==> src/rtl/subtractn_serial.sv <==
// rtl/subtractn_serial.sv - serial X - Y - borrowin, one k-bit slice per clock
// Optional Zero result flag: define SUBTRACTN_ZERO_FLAG_EN
module subtractn_serial #(
    parameter int n = 32,
    parameter int k = 4
) (
    input  logic         Clock,
    input  logic         Resetn,
    input  logic         Start,
    input  logic         borrowin,
    input  logic [n-1:0] X,
    input  logic [n-1:0] Y,
    input  logic         Ack,
    output logic         Ready,
    output logic         Done,
    output logic [n-1:0] S,
    output logic         borrowout,
    output logic         overflow
`ifdef SUBTRACTN_ZERO_FLAG_EN
    ,
    output logic         Zero
`endif
);

    localparam int SLICES = n / k;
    localparam int CW     = (SLICES > 1) ? $clog2(SLICES) : 1;
    localparam logic [CW-1:0] LAST_SLICE = CW'(SLICES - 1);

    typedef enum logic [1:0] {
        IDLE = 2'd0,
        RUN  = 2'd1,
        DONE = 2'd2
    } state_t;

    state_t         state;
    logic [CW-1:0]  slice_cnt;
    logic [n-1:0]   x_lat;
    logic [n-1:0]   y_lat;
    logic [n-1:0]   work;
    logic           borrow;

    logic [k-1:0]   x_slice;
    logic [k-1:0]   y_slice;
    logic [k-1:0]   diff_slice;
    logic           borrow_next;
    logic [n-1:0]   work_next;
    logic           overflow_next;
    int             slice_base;

    // Current slice difference; work_next already holds it so the final
    // cycle can load S without an extra edge.
    always_comb begin
        slice_base  = int'(slice_cnt) * k;
        x_slice     = x_lat[slice_base +: k];
        y_slice     = y_lat[slice_base +: k];
        {borrow_next, diff_slice} = {1'b0, x_slice} - {1'b0, y_slice}
                                    - {{k{1'b0}}, borrow};
        work_next   = work;
        work_next[slice_base +: k] = diff_slice;
        overflow_next = (x_lat[n-1] ^ y_lat[n-1]) & (work_next[n-1] ^ x_lat[n-1]);
    end

    assign Ready = (state == IDLE);
    assign Done  = (state == DONE);

    always_ff @(posedge Clock or negedge Resetn) begin
        if (!Resetn) begin
            state     <= IDLE;
            slice_cnt <= '0;
            x_lat     <= '0;
            y_lat     <= '0;
            work      <= '0;
            borrow    <= 1'b0;
            S         <= '0;
            borrowout <= 1'b0;
            overflow  <= 1'b0;
`ifdef SUBTRACTN_ZERO_FLAG_EN
            Zero      <= 1'b0;
`endif
        end else begin
            case (state)
                IDLE: begin
                    if (Start) begin
                        x_lat     <= X;
                        y_lat     <= Y;
                        borrow    <= borrowin;
                        slice_cnt <= '0;
                        state     <= RUN;
                    end
                end
                RUN: begin
                    work      <= work_next;
                    borrow    <= borrow_next;
                    slice_cnt <= slice_cnt + CW'(1);
                    if (slice_cnt == LAST_SLICE) begin
                        slice_cnt <= '0;
                        S         <= work_next;
                        borrowout <= borrow_next;
                        overflow  <= overflow_next;
`ifdef SUBTRACTN_ZERO_FLAG_EN
                        Zero      <= (work_next == '0);
`endif
                        state     <= DONE;
                    end
                end
                DONE: begin
                    // Start is deliberately not looked at here, even with Ack.
                    if (Ack)
                        state <= IDLE;
                end
                default: state <= IDLE;
            endcase
        end
    end

endmodule

==> config.mk <==
export PLATFORM = sky130hd
export DESIGN_NAME = subtractn_serial
export DESIGN_NICKNAME = d
export VERILOG_FILES = /design/src/rtl/subtractn_serial.sv
export SDC_FILE = /design/constraint.sdc
export NUM_CORES = 1
export LEC_CHECK = 0
export BUFFER_PORTS_ARGS = -buffer_cell sky130_fd_sc_hd__buf_2
export CELL_PAD_IN_SITES_DETAIL_PLACEMENT = 1
export CELL_PAD_IN_SITES_GLOBAL_PLACEMENT = 1
export CORE_ASPECT_RATIO = 0.8
export CORE_MARGIN = 8
export CORE_UTILIZATION = 43
export DETAILED_ROUTE_END_ITERATION = 16
export PLACE_DENSITY = 0.81
export REMOVE_ABC_BUFFERS = 1
export SYNTH_ARGS = -nofsm -noshare
export SYNTH_HDL_FRONTEND = slang
export SYNTH_SLANG_ARGS = --single-unit
==> constraint.sdc <==
create_clock -name Clock -period 4.4 [get_ports Clock]
set_input_delay 0.22 -clock Clock [delete_from_list [all_inputs] [get_ports Clock]]
set_output_delay 0.22 -clock Clock [all_outputs]
set_load 0.03 [all_outputs]
==> results.yml, run 1 <==
placement:
  dpl.hpwl_um: 12100
  placed_cell_area_um2: 7050
  gp_congestion: 0.790
  dp_slack_ps: 823
  io_buffers: 104
clock_tree:
  clock-sinks: 136
  cts_buffer_depth: 2
  worstSkewPairLatency_ps: 420
  clkTransAtPathRegs_ps: 60
  cts-root-buf: "clkbuf_16"
  cts_tree: "yes"
  ctsHoldBuffers: 35
  htreeDepth: 4
  ctsResizeCount: 0
  cts_buffers: 17
  postCtsSetupBuffers: 0
setup_path:
  worstPathArrival_ps: 3960
  crit_start: "slice_cnt[1]"
  cp-end-kind: "register"
  crit_fanout: 17
  worstReg2RegStart: "slice_cnt[1]"
  critPathLaunchType: "register"
  crit_type: "register to register"
  worst_ep_required_time_ps: 4730
route:
  route.detailed.drc: 0
  routed_via_density: 5.24
  dr.pass1.iters: 5
  postRouteAntennaNets: 0
  drt_iter0_drc: 306
  routedWlPerCell_um: 18.5
  vias: 5144
  finalWirelength_um: 18100
timing:
  finalClockSkew_ps: 8.74
  period_minus_slack_ps: 3630
  hold_viol_final: 0
  fmax_ghz: 0.275
  max-slew-margin-rel_pct: 18.6
  hold_ws_ps: 9.42
  fin_crit_sh_pct: 82.6
  rsz0062_at_grt: "false"
  fin_tns_setup_ps: 0
  finalMaxSlewViolations: 0
  setup_ws_ps: 766
  worst_pin_slew_ps: 1220
  finalSetupViolations: 0
cells_and_area:
  area_growth_pct: 25.6
  drive_above_1_share_pct: 23.8
  nFillCells: 1674
  antenna_cells: 0
  layout.nets: 862
  final_cell_area_um2: 8020
min_path:
  hold_class: "input port to register"
  hold_start: "Y[10]"
logic_synthesis:
  synth-edff-count: 0
  ys_types: 43
  syn_area_um2: 6390
  syn_area_per_cell_um2: 9.81
  synth-main-ff-cell: "dfrtp_1"
  synth-seq-cells: 136
  synthTopCellsByCount: "253 x nand2_1, 136 x dfrtp_1, 44 x o21ai_0"
  async_flop_share_pct: 100
  yosys.area.top_type: "dfrtp_1"
  yosysSeqAreaShare_pct: 53.3
  yosysWarnings: 0
  yosysMostFrequentCell: "nand2_1"
  synthTopCellsByArea: "dfrtp_1 53%, nand2_1 15%, mux4_2 5.6%"
  syn_inst: 651
  yosysTopAreaCellShare_pct: 53.3
pwr:
  p_int_mw: 3.97
  leakagePower_nw: 4.09
  pwr-share-comb_pct: 49.5
  cellPowerDensity_nw_per_um2: 883
  peakVddDrop_mv: 0.558
  p_switching_mw: 3.12
  p_clk_share_pct: 20.8
  swShare_pct: 44.0
  pwr-share-seq_pct: 29.7
grt:
  grt_max_degree: 84
  grt-ovfl-total: 0
  grt_pass1_vias: 5918
  grt_use_total_pct: 20.2
  grt_pass1_wl_um: 30800
  grt_antenna_before_repair: 0
run:
  drv_cap: 0
die:
  io-pin-count: 105
  die_y_um: 125
  initial_core_util_pct: 43.3
  fp.dieArea_um2: 19000
  die_w_um: 152
  core_area_um2: 14800
  rows: 40
status:
  status: "finished clean"
-- worst max-delay path, cell delays in order (launching register included) --
cell,delay (ps)
dfrtp_1,830
mux4_2,420
nand2_1,80
nand2_1,80
fa_1,430
fa_1,450
xnor2_1,270
nor4_1,570
mux2i_1,200
o21ai_0,220
-- final timing paths --
| kind | end | cells past startpoint | slack (ps) |
|---|---|---|---|
| worst max-delay path | S[6] | 9 | 770 |
| worst min-delay path | y_lat[10] | 3 | 9 |
| worst max register to register | S[6] | 9 | 770 |
| worst min register to register | y_lat[11] | 2 | 470 |
| max in group asynchronous | y_lat[16] | 3 | 2810 |
| min in group asynchronous | work[28] | 2 | 420 |
-- registers in the layout, summed over array words and instances, names as in the netlist --
| signal | flops |
|---|---|
| state | 2 |
| borrowout | 1 |
| overflow | 1 |
| work | 32 |
| S | 32 |
| x_lat | 32 |
| slice_cnt | 3 |
| y_lat | 32 |
| borrow | 1 |
-- cells by family after synthesis --
family | count (synthesis) | share of synthesized area (%)
buffers and inverters | 47 | 3.08
DFF | 136 | 53.3
muxes | 61 | 13.3
adders and majority gates | 13 | 2.78
and+or+nand+nor | 316 | 20.2
xor gates and xnor gates | 3 | 0.529
AOI/OAI and AO/OA | 75 | 6.80
-- area by class of cell --
type / instances / area [um^2] / share of cell area (%)
multi-input combinational: 468 / 2790 / 34.8
clock inverter: 11 / 146 / 1.83
clock buffer: 21 / 470 / 5.87
timing repair buffer: 146 / 930 / 11.6
sequential: 136 / 3400 / 42.4
tap: 189 / 236 / 2.95
inverter: 11 / 41.3 / 0.515
-- cells in the final DEF, fill, tap and decap left out, types with 3 or more instances in the layout --
cell type / n
dlygate4sd3_1: 35
buf_4: 7
nor3_1: 3
nor4_1: 4
mux2i_1: 22
mux2_2: 20
o21ai_0: 44
buf_2: 103
bufinv_16: 3
ha_1: 11
clkbuf_8: 3
nand2b_1: 4
o31ai_1: 4
nand3_1: 7
nor3b_1: 3
nor2b_1: 4
nor2_1: 20
dfrtp_1: 136
inv_1: 10
nand2_1: 251
clkinv_2: 3
clkinv_4: 3
clkbuf_16: 17
mux2_4: 3
o21ai_1: 3
and2_1: 9
mux4_2: 16
a21oi_1: 13
a41oi_1: 3
-- per-layer routing --
| layer | global-route usage [%] | wire length (um) | vias up |
|---|---|---|---|
| met2 | 34.4 | 9030 | 128 |
| met3 | 5.27 | 771 | 22 |
| met4 | 6.45 | 242 | 0 |
| li1 | - | - | 2421 |
| met1 | 24.6 | 8080 | 2573 |
| met5 | 0 | 0 | - |
-- power by group through the flow --
stage,Sequential (mW),Combinational [mW],Clock [mW]
after CTS,2.11,3.54,1.49
final,2.11,3.51,1.47
after floorplan,2.24,2.20,0
after global placement,2.07,3.25,0
after global routing,2.17,3.89,1.55
after detailed placement,2.11,3.44,0
-- stage by stage --
| step | std cells | util [%] | total power [mW] |
|---|---|---|---|
| final | 982 | 54.3 | 7.08 |
| after CTS | 982 | 54.3 | 7.14 |
| after global routing | 982 | 54.3 | 7.60 |
| after global placement | 915 | 47.8 | 5.32 |
| after floorplan | 615 | - | 4.43 |
| after detailed placement | 915 | 47.8 | 5.55 |
(Power assumes the default switching activity.)
==> inputs of run 2 (changes only) <==
==> constraint.sdc (replaced) <==
create_clock -name Clock -period 3.4 [get_ports Clock]
set_input_delay 0.17 -clock Clock [delete_from_list [all_inputs] [get_ports Clock]]
set_output_delay 0.17 -clock Clock [all_outputs]
set_load 0.03 [all_outputs]
==> results.yml, run 2 (synthesized netlist as in run 1, its figures left out) <==
status:
  status: "finished clean"
timing:
  worst_pin_slew_ps: 1240
  finalSetupViolations: 0
  setup_ws_ps: 182
  finalClockSkew_ps: 9.45
  fin_crit_sh_pct: 94.7
  period_minus_slack_ps: 3220
  fmax_ghz: 0.311
  hold_ws_ps: 140
  max-slew-margin-rel_pct: 17.1
  finalMaxSlewViolations: 0
  hold_viol_final: 0
route:
  routedWlPerCell_um: 19.4
  routed_via_density: 5.21
  route.detailed.drc: 0
  drt_iter0_drc: 247
  finalWirelength_um: 19800
  vias: 5324
  dr.pass1.iters: 4
  postRouteAntennaNets: 0
setup_path:
  cpMostUsedCell: "nand2_1"
  worstReg2RegStart: "slice_cnt[0]"
  r2r-end: "overflow"
  r2r_slack_ps: 180
  worst_ep_required_time_ps: 3710
  crit_type: "register to register"
  crit_path_end: "overflow"
  crit_path_max_incr_delay_ps: 570
  cp-end-kind: "register"
  crit_start: "slice_cnt[0]"
  critPathLaunchType: "register"
  crit_fanout: 18
  crit_chain: "buf_4 -> mux4_2 -> nand2_1 -> nand2_1 -> ha_1 -> inv_1 -> ha_1 -> nand4b_1 -> mux2i_1 -> a311oi_1 -> mux2i_1 -> nand2_1"
  ff2ff_path_depth: 12
  worstPathArrival_ps: 3530
  slowest_stage: "mux4_2"
die:
  io-pin-count: 105
  fp.dieArea_um2: 19000
  core_area_um2: 14800
  die_w_um: 152
  die_y_um: 125
  initial_core_util_pct: 43.3
  rows: 40
pwr:
  cellPowerDensity_nw_per_um2: 1130
  p_total_mw: 9.48
  leakagePower_nw: 4.25
  peakVddDrop_mv: 0.746
placement:
  placed_cell_area_um2: 7130
  dpl.hpwl_um: 12400
  gp_congestion: 0.782
  dp_slack_ps: 68.8
  io_buffers: 104
cells_and_area:
  drive_above_1_share_pct: 24.2
  final_cell_area_um2: 8390
  layout.nets: 901
  layout_common_cells: "251 x nand2_1, 136 x dfrtp_1, 103 x buf_2"
  final_common_cell: "nand2_1"
  area_growth_pct: 31.3
clock_tree:
  clkTransAtPathRegs_ps: 60
  cts_tree: "yes"
  worstSkewPairLatency_ps: 430
  cts_buffer_depth: 2
  cts_buffers: 17
  cts-root-buf: "clkbuf_16"
  htreeDepth: 4
  clock-sinks: 136
run:
  drv_cap: 0
grt:
  grt_antenna_before_repair: 2
  grt_use_total_pct: 21.3
  grt_pass1_wl_um: 32300
  grt_pass1_vias: 6155
  grt-ovfl-total: 0
  grt_max_degree: 111
min_path:
  hold_class: "input port to register"
  hold_start: "borrowin"
## run 2: worst min-delay path by stage
stage / to / slack, ps / depth (start not counted)
floorplan: S[0] / -130 / 0
global placement: x_lat[28] / 360 / 3
detailed placement: y_lat[3] / 370 / 3
CTS: borrow / 100 / 3
global route: borrow / 150 / 3
finish: borrow / 140 / 3
## run 2: metal layers
layer	global-route usage [%]	part of all wire, %	routed length, um
met5	0	0.045	9
met4	8.62	2.7	543
met3	5.61	4.6	902
met2	37.3	51	10000
met1	24.6	42	8330
## run 2: cell type report
type | count | area [um^2]
Inverter | 11 | 41.3
Sequential cell | 136 | 3400
Multi-Input combinational cell | 468 | 2810
Clock buffer | 17 | 425
Clock inverter | 15 | 154
Timing Repair Buffer | 185 | 1310
Tap cell | 189 | 236
Antenna cell | 1 | 2.50
Fill cell | 1646 | 6380
## run 2: stage by stage
step                      util [%]  setup TNS, ps  cells
final                         56.8              0   1022
after global placement        48.3              0    923
after CTS                     56.7              0   1021
after floorplan                  -           -765    615
after global routing          56.8          -46.0   1022
after detailed placement      48.3              0    923
## run 2: report_power, final
| part | switching [mW] | internal [mW] |
|---|---|---|
| Sequential | 0.459 | 2.28 |
| Combinational | 3.01 | 1.90 |
| Clock | 0.748 | 1.08 |
| Total | 4.22 | 5.26 |
## run 2: what timing repair did
action,4_1_cts,5_1_grt
endpoints found under the hold margin,173,0
buffers inserted,0,0
resized for setup,0,3
setup endpoints to repair,0,6
hold buffers,66,0
## run 2: worst max-delay path: cells and delay by family (launching register included)
family                     cells  cell delay, ps
DFF                            1             430
adders and majority gates      2             670
AOI/OAI and AO/OA              1             360
buffers and inverters          2             340
muxes                          3             880
and+or+nand+nor                4             400
